--- src/rtl/dma_fifo_sched_pkg.sv ---
// Shared types for the DMA fifo scheduler:
// FSM state encodings and fifo direction constants.
package dma_fifo_sched_pkg;

    typedef enum logic [2:0] {
        IDLE    = 3'd0,
        SETUP   = 3'd1,
        XFER_WR = 3'd2,
        XFER_RD = 3'd3,
        CHECK   = 3'd4,
        RETRY   = 3'd5
    } state_t;

    localparam logic DIR_WR = 1'b1;
    localparam logic DIR_RD = 1'b0;

endpackage

--- src/rtl/dma_fifo_sched_if.sv ---
// Bundle of config, producer, consumer and fifo
// signals around the DMA fifo scheduler.
interface dma_fifo_sched_if #(
    parameter int DATA  = 16,
    parameter int LEN_W = 16
);
    logic             cfg_start;
    logic [LEN_W-1:0] cfg_len;
    logic             busy;
    logic             done;
    logic             abort;
    logic             wr_req;
    logic [DATA-1:0]  wr_data;
    logic             wr_gnt;
    logic             rd_req;
    logic             rd_valid;
    logic [DATA-1:0]  rd_data;
    logic             rd_nack;
    logic             fifo_full;
    logic             fifo_empty;
    logic [DATA-1:0]  fifo_out;
    logic             fifo_enable;
    logic             fifo_wr_rd;
    logic [DATA-1:0]  fifo_in;
    logic             fifo_old_add_flag;

    // scheduler side
    modport slave (
        input  cfg_start, cfg_len,
        input  wr_req, wr_data,
        input  rd_req, rd_nack,
        input  fifo_full, fifo_empty, fifo_out,
        output busy, done, abort,
        output wr_gnt, rd_valid, rd_data,
        output fifo_enable, fifo_wr_rd,
        output fifo_in, fifo_old_add_flag
    );

    // environment side
    modport master (
        output cfg_start, cfg_len,
        output wr_req, wr_data,
        output rd_req, rd_nack,
        output fifo_full, fifo_empty, fifo_out,
        input  busy, done, abort,
        input  wr_gnt, rd_valid, rd_data,
        input  fifo_enable, fifo_wr_rd,
        input  fifo_in, fifo_old_add_flag
    );

endinterface

--- src/rtl/dma_fifo_sched_arb.sv ---
// Two-requester round-robin arbiter: the last
// winner loses a tie; write wins after reset.
module rr_arbiter2 (
    input  logic clk,
    input  logic rst,
    input  logic req_wr,
    input  logic req_rd,
    input  logic take,
    output logic gnt_wr,
    output logic gnt_rd
);

    logic last_wr;

    assign gnt_wr = req_wr & (~req_rd | ~last_wr);
    assign gnt_rd = req_rd & ~gnt_wr;

    // remember who won once the grant is actually used
    always_ff @(posedge clk or posedge rst) begin
        if (rst) begin
            last_wr <= 1'b0;
        end else if (take && (gnt_wr || gnt_rd)) begin
            last_wr <= gnt_wr;
        end
    end

endmodule

--- src/rtl/dma_fifo_sched.sv ---
// Sequencer sharing one fifo port between a producer
// and a consumer, with nack-driven re-reads.
module dma_fifo_sched
    import dma_fifo_sched_pkg::*;
#(
    parameter int DATA      = 16,
    parameter int LEN_W     = 16,
    parameter int MAX_RETRY = 3
) (
    input  logic             clk,
    input  logic             rst,
    dma_fifo_sched_if.slave  bus
);

    localparam int RW = $clog2(MAX_RETRY + 1);

    state_t           state_q;
    state_t           state_d;
    logic [LEN_W-1:0] wr_left;
    logic [LEN_W-1:0] rd_left;
    logic [RW-1:0]    retry_q;
    logic             done_q;
    logic             abort_q;

    logic             done_d;
    logic             abort_d;
    logic             load;
    logic             wr_dec;
    logic             rd_dec;
    logic             retry_inc;
    logic             retry_clr;
    logic             take;

    logic             wr_elig;
    logic             rd_elig;
    logic             arb_wr;
    logic             gnt_wr;
    logic             gnt_rd;

    logic             en;
    logic             wr_rd;
    logic             old;
    logic             gnt;
    logic             valid;

    logic [DATA-1:0]  pass_in;
    logic [DATA-1:0]  pass_out;

    assign pass_in  = bus.wr_data;
    assign pass_out = bus.fifo_out;
    assign bus.fifo_in = pass_in;
    assign bus.rd_data = pass_out;

    assign wr_elig = bus.wr_req & ~bus.fifo_full
                   & (wr_left != '0);
    assign rd_elig = bus.rd_req & ~bus.fifo_empty
                   & (rd_left != '0);

    // a write in progress only chains if a word remains after it
    assign arb_wr = (state_q == XFER_WR)
                  ? (wr_elig & (wr_left != LEN_W'(1)))
                  : wr_elig;

    rr_arbiter2 u_arb (
        .clk    (clk),
        .rst    (rst),
        .req_wr (arb_wr),
        .req_rd (rd_elig),
        .take   (take),
        .gnt_wr (gnt_wr),
        .gnt_rd (gnt_rd)
    );

    // state register
    always_ff @(posedge clk or posedge rst) begin
        if (rst) begin
            state_q <= IDLE;
        end else begin
            state_q <= state_d;
        end
    end

    // next state, fifo strobes and counter controls
    always_comb begin
        state_d   = state_q;
        en        = 1'b0;
        wr_rd     = DIR_RD;
        old       = 1'b0;
        gnt       = 1'b0;
        valid     = 1'b0;
        take      = 1'b0;
        load      = 1'b0;
        wr_dec    = 1'b0;
        rd_dec    = 1'b0;
        retry_inc = 1'b0;
        retry_clr = 1'b0;
        done_d    = 1'b0;
        abort_d   = 1'b0;
        unique case (state_q)
            IDLE: begin
                if (bus.cfg_start) begin
                    if (bus.cfg_len == '0) begin
                        done_d = 1'b1;
                    end else begin
                        load    = 1'b1;
                        state_d = SETUP;
                    end
                end
            end
            SETUP: begin
                wr_rd = gnt_wr ? DIR_WR : DIR_RD;
                if (gnt_wr) begin
                    take    = 1'b1;
                    state_d = XFER_WR;
                end else if (gnt_rd) begin
                    take    = 1'b1;
                    state_d = XFER_RD;
                end
            end
            XFER_WR: begin
                wr_rd  = DIR_WR;
                en     = wr_elig;
                gnt    = wr_elig;
                wr_dec = wr_elig;
                if (gnt_wr) begin
                    take    = 1'b1;
                    state_d = XFER_WR;
                end else begin
                    state_d = SETUP;
                end
            end
            XFER_RD: begin
                en      = 1'b1;
                valid   = 1'b1;
                state_d = CHECK;
            end
            CHECK: begin
                old = 1'b1;
                if (bus.rd_nack) begin
                    retry_inc = 1'b1;
                    if (retry_q + RW'(1) == RW'(MAX_RETRY)) begin
                        abort_d   = 1'b1;
                        retry_clr = 1'b1;
                        state_d   = IDLE;
                    end else begin
                        state_d = RETRY;
                    end
                end else begin
                    rd_dec    = 1'b1;
                    retry_clr = 1'b1;
                    if (rd_left <= LEN_W'(1)) begin
                        done_d  = 1'b1;
                        state_d = IDLE;
                    end else begin
                        state_d = SETUP;
                    end
                end
            end
            RETRY: begin
                en      = 1'b1;
                old     = 1'b1;
                valid   = 1'b1;
                state_d = CHECK;
            end
            default: begin
                state_d = IDLE;
            end
        endcase
    end

    // words left to write / read; never wrap below zero
    always_ff @(posedge clk or posedge rst) begin
        if (rst) begin
            wr_left <= '0;
            rd_left <= '0;
        end else if (load) begin
            wr_left <= bus.cfg_len;
            rd_left <= bus.cfg_len;
        end else begin
            if (wr_dec && wr_left != '0) begin
                wr_left <= wr_left - LEN_W'(1);
            end
            if (rd_dec && rd_left != '0) begin
                rd_left <= rd_left - LEN_W'(1);
            end
        end
    end

    // consecutive nacks on the current word
    always_ff @(posedge clk or posedge rst) begin
        if (rst) begin
            retry_q <= '0;
        end else if (load || retry_clr) begin
            retry_q <= '0;
        end else if (retry_inc) begin
            retry_q <= retry_q + RW'(1);
        end
    end

    // completion pulses, registered
    always_ff @(posedge clk or posedge rst) begin
        if (rst) begin
            done_q  <= 1'b0;
            abort_q <= 1'b0;
        end else begin
            done_q  <= done_d;
            abort_q <= abort_d;
        end
    end

    assign bus.busy              = (state_q != IDLE);
    assign bus.done              = done_q;
    assign bus.abort             = abort_q;
    assign bus.wr_gnt            = gnt;
    assign bus.rd_valid          = valid;
    assign bus.fifo_enable       = en;
    assign bus.fifo_wr_rd        = wr_rd;
    assign bus.fifo_old_add_flag = old;

endmodule

--- src/flat_wrapper.sv ---
// flat-port wrapper written by rule: the top's interface ports become plain ports
module dma_fifo_sched_flat import dma_fifo_sched_pkg::*;
#(
    parameter int DATA      = 16,
    parameter int LEN_W     = 16,
    parameter int MAX_RETRY = 3
)
  (clk, rst, bus_cfg_start, bus_cfg_len, bus_wr_req, bus_wr_data, bus_rd_req, bus_rd_nack, bus_fifo_full, bus_fifo_empty, bus_fifo_out, bus_busy, bus_done, bus_abort, bus_wr_gnt, bus_rd_valid, bus_rd_data, bus_fifo_enable, bus_fifo_wr_rd, bus_fifo_in, bus_fifo_old_add_flag);
  dma_fifo_sched_if #(.DATA(DATA), .LEN_W(LEN_W)) bus_i ();
  input  logic clk;
  input  logic rst;
  input wire logic [$bits(bus_i.cfg_start)-1:0] bus_cfg_start;
  input wire logic [$bits(bus_i.cfg_len)-1:0] bus_cfg_len;
  input wire logic [$bits(bus_i.wr_req)-1:0] bus_wr_req;
  input wire logic [$bits(bus_i.wr_data)-1:0] bus_wr_data;
  input wire logic [$bits(bus_i.rd_req)-1:0] bus_rd_req;
  input wire logic [$bits(bus_i.rd_nack)-1:0] bus_rd_nack;
  input wire logic [$bits(bus_i.fifo_full)-1:0] bus_fifo_full;
  input wire logic [$bits(bus_i.fifo_empty)-1:0] bus_fifo_empty;
  input wire logic [$bits(bus_i.fifo_out)-1:0] bus_fifo_out;
  output wire logic [$bits(bus_i.busy)-1:0] bus_busy;
  output wire logic [$bits(bus_i.done)-1:0] bus_done;
  output wire logic [$bits(bus_i.abort)-1:0] bus_abort;
  output wire logic [$bits(bus_i.wr_gnt)-1:0] bus_wr_gnt;
  output wire logic [$bits(bus_i.rd_valid)-1:0] bus_rd_valid;
  output wire logic [$bits(bus_i.rd_data)-1:0] bus_rd_data;
  output wire logic [$bits(bus_i.fifo_enable)-1:0] bus_fifo_enable;
  output wire logic [$bits(bus_i.fifo_wr_rd)-1:0] bus_fifo_wr_rd;
  output wire logic [$bits(bus_i.fifo_in)-1:0] bus_fifo_in;
  output wire logic [$bits(bus_i.fifo_old_add_flag)-1:0] bus_fifo_old_add_flag;
  assign bus_i.cfg_start = bus_cfg_start;
  assign bus_i.cfg_len = bus_cfg_len;
  assign bus_i.wr_req = bus_wr_req;
  assign bus_i.wr_data = bus_wr_data;
  assign bus_i.rd_req = bus_rd_req;
  assign bus_i.rd_nack = bus_rd_nack;
  assign bus_i.fifo_full = bus_fifo_full;
  assign bus_i.fifo_empty = bus_fifo_empty;
  assign bus_i.fifo_out = bus_fifo_out;
  assign bus_busy = bus_i.busy;
  assign bus_done = bus_i.done;
  assign bus_abort = bus_i.abort;
  assign bus_wr_gnt = bus_i.wr_gnt;
  assign bus_rd_valid = bus_i.rd_valid;
  assign bus_rd_data = bus_i.rd_data;
  assign bus_fifo_enable = bus_i.fifo_enable;
  assign bus_fifo_wr_rd = bus_i.fifo_wr_rd;
  assign bus_fifo_in = bus_i.fifo_in;
  assign bus_fifo_old_add_flag = bus_i.fifo_old_add_flag;
  dma_fifo_sched #(.DATA(DATA), .LEN_W(LEN_W), .MAX_RETRY(MAX_RETRY)) u_core (.clk(clk), .rst(rst), .bus(bus_i));
endmodule
--- config.mk ---
export PLATFORM = sky130hd
export DESIGN_NAME = dma_fifo_sched_flat
export DESIGN_NICKNAME = d
export VERILOG_FILES = /design/src/rtl/dma_fifo_sched_pkg.sv /design/src/rtl/dma_fifo_sched_if.sv /design/src/rtl/dma_fifo_sched_arb.sv /design/src/rtl/dma_fifo_sched.sv /design/src/flat_wrapper.sv
export SDC_FILE = /design/constraint.sdc
export NUM_CORES = 1
export LEC_CHECK = 0
export ABC_AREA = 1
export CAP_MARGIN = 20
export CORE_UTILIZATION = 35
export DETAILED_ROUTE_END_ITERATION = 16
export GPL_TIMING_DRIVEN = 0
export PLACE_DENSITY = 0.63
export SLEW_MARGIN = 20
export SYNTH_ARGS = -nofsm -noshare
export SYNTH_HDL_FRONTEND = slang
export SYNTH_SLANG_ARGS = --single-unit
--- constraint.sdc ---
create_clock -name clk -period 1.6 [get_ports clk]
set_input_delay 0.32 -clock clk [delete_from_list [all_inputs] [get_ports clk]]
set_output_delay 0.32 -clock clk [all_outputs]
set_load 0.05 [all_outputs]
==> run summary, run 1 <==
Leading cell type by number of instances after synthesis: nand2_1
DRT iter0 DRCs: 111
CTS root buffer: clkbuf_8
Reg clk slew, reported paths: 0.09 ns
Async set-reset flop share out of synthesis: 100%
Drt wl/cell: 13.9 um
First-pass GRT wire length: 13500 um
Final Cycle Share: 127%
CP startpoint kind: flop
R2r worst-path depth: 14
Post-Syn Area: 0.00302 mm^2
Leading area contributor after synthesis: dfrtp_1
Cell variety after synth: 35
DIE AREA: 0.00901 mm^2
Initial antenna violation count: 0
Post-synth top cells: nand2_1, nor2_1, dfrtp_1, inv_1, buf_4
Core Rows: 33
Worst EP required: 1.28 ns
CTS tree: done
Min-Delay Path Class: in -> async
Final min period: 2.03 ns
Final max-slew violation count: 0
Mapped Cells: 412
Slew at the pin closest to its max-slew limit: 0.500 ns
GRT overflow: 0
DRC Markers: 0
Detailed-router iteration count before antenna repair: 4
Skew-Pair Late Insertion Delay: 0.31 ns
Count of buffers from port buffering: 63
CP startpoint: u_core.rd_left[0]$_DFFE_PP0P_
Initial core utilization: 36.4%
R2R setup slack: -0.26 ns
Number of synthesized register bits: 40
WL final: 8910 um
Violated checks: negative setup slack
Final setup violation count: 39
Die Y: 94.9 um
Clock Skew: 0.00624 ns
H-Tree Level Count: 2
Max_slew headroom: 66.5%
Final Power: 7.54 mW
Global Route Usage Sum: 19.8%
Filler cells: 716
Fin util: 56.9%
Total negative slack: -6.74 ns
Share of cells above drive strength 1: 36.9%
Die Wd: 94.9 um
Core area: 0.00830 mm^2
PD cells: 1600 mW/mm^2
Antenna Nets Post-Route: 0
Peak supply drop: 0.568 mV
Leak pwr: 2.22 nW
EDFF count, synth: 0
Fmax: 494 MHz
CTS sink cnt: 40
Final setup margin: -0.425 ns
Mapped Avg Cell Area: 7.33 um^2
FF-to-FF End: u_core.wr_left[0]$_DFFE_PP0P_
Synth top area cells: dfrtp_1, nand2_1, buf_4
Crit path DAT: 1.71 ns
Diodes inserted: 0
Sequential fraction of the synthesis area: 33.1%
I/O pin count: 96
Syn. warnings: 0
Place WS: -1.06 ns
RSZ-0062 raised after global routing: yes
Hold Vio Cnt, Final: 0
NumNets Final: 597
Area of the multi-input gates: 0.00184 mm^2
Crit path kind: reg -> out
Reg2Reg Launch Point: u_core.wr_left[0]$_DFFE_PP0P_
Largest net degree at the start of global routing: 32
HPWL Detailed: 6000 um
Outcome: finished, violations left
Worst Setup EP: bus_fifo_wr_rd
Post-synth top area share: 33.1%
Top_reg_cell synth: dfrtp_1
P&R area growth vs syn: 56.1%
Max Cap Viol: 0
Vias post-DR: 3073
Inserted Clock Buffers: 5
# placed instances: 581
FF/Latch Area: 0.00100 mm^2
DR vias/cell: 4.79
Fin cells: 641
Crit path capture type: primary output
Vias in the first global route: 2859
Post-Syn Nets: 473
Final GP Congestion: 0.875
CTS Buffer Depth: 2
Worst-path fanout max: 4
-- worst min path at each step --
stage | start | to | slack [ns] | cells past startpoint
after floorplan | bus_cfg_len[0] | u_core.wr_left[0]$_DFFE_PP0P_ | 0.46 | 2
after global placement | u_core.u_arb.last_wr$_DFFE_PP0P_ | u_core.u_arb.last_wr$_DFFE_PP0P_ | 0.50 | 2
after detailed placement | u_core.u_arb.last_wr$_DFFE_PP0P_ | u_core.u_arb.last_wr$_DFFE_PP0P_ | 0.50 | 2
after CTS | rst | u_core.wr_left[3]$_DFFE_PP0P_ | 0.26 | 2
after global routing | rst | u_core.wr_left[4]$_DFFE_PP0P_ | 0.28 | 2
final | rst | u_core.wr_left[3]$_DFFE_PP0P_ | 0.25 | 2
-- layer usage --
layer | vias to the layer above | wire length, um | part of all wire [%] | track usage, %
met5 | - | 0 | 0 | 0
li1 | 1514 | - | - | -
met3 | 16 | 481 | 5.4 | 4.43
met4 | 0 | 165 | 1.9 | 5.43
met2 | 95 | 4580 | 51 | 34.3
met1 | 1448 | 3670 | 41 | 24.6
-- report_power, final --
part	internal (mW)	total (mW)	switching [mW]
Combinational	2.15	4.82	2.67
Sequential	1.46	1.93	0.470
Clock	0.386	0.793	0.407
Total	4.00	7.54	3.54
-- registers in the layout, indices dropped and copies added (netlist names) --
name                  count
u_core.bus.abort          1
u_core.bus.done           1
u_core.rd_left           16
u_core.retry_q            2
u_core.state_q            3
u_core.u_arb.last_wr      1
u_core.wr_left           16
-- critical path, cell delays in order, from the launching register on --
cell and delay [ns]:
dfrtp_1 0.40, inv_2 0.09, ha_4 0.16, nand2_2 0.07, nor2_2 0.14, nand2_2 0.12, nand3_2 0.11, nand3_4 0.09
nand2_4 0.07, buf_8 0.14
-- through the flow --
stage,hold WS (ns),area (um^2)
final,0.251,4720
after global routing,0.280,4720
after CTS,0.260,4430
after detailed placement,0.504,3850
after global placement,0.495,3830
after floorplan,0.456,3070
-- what timing repair did --
item                                    CTS  global route
buffers inserted                         33            20
hold buffers                              0             0
endpoints found under the setup margin   41            41
pin swaps                                18            17
gates cloned                              1             1
resized for setup                       105            36
-- cells in the final DEF, fill, tap and decap left out, drive strengths merged, types with 2 or more instances in the layout --
cell type / n
a21oi: 3
buf: 96
clkbuf: 8
clkdlybuf4s50: 55
dfrtp: 40
dlygate4sd2: 2
ha: 5
inv: 43
nand2: 124
nand3: 29
nand3b: 3
nor2: 69
nor3: 6
o211ai: 14
o21ai: 13
o221ai: 2
xnor2: 4
xor2: 14
-- cell type report --
type | count | share of cell area, %
Clock buffer | 7 | 2.04
Sequential cell | 40 | 21.2
Inverter | 44 | 4.08
Tap cell | 105 | 2.78
Multi-Input combinational cell | 291 | 39.1
Buffer | 36 | 6.21
Timing Repair Buffer | 118 | 24.6
-- cell families after synthesis --
group | share of synthesized area (%)
compound gates | 8.49
xor+xnor | 5.22
fa+ha+maj | 2.07
buf+inv | 15.2
flops | 33.1
simple gates | 35.9
No activity file was read; power rests on OpenSTA's default activity.
==> run 2: changes to the inputs <==
ABC_CLOCK_PERIOD_IN_PS = 1600   (was default)
==> results of run 2 <==
The final DEF is identical to that of run 1; final timing and power are the same.
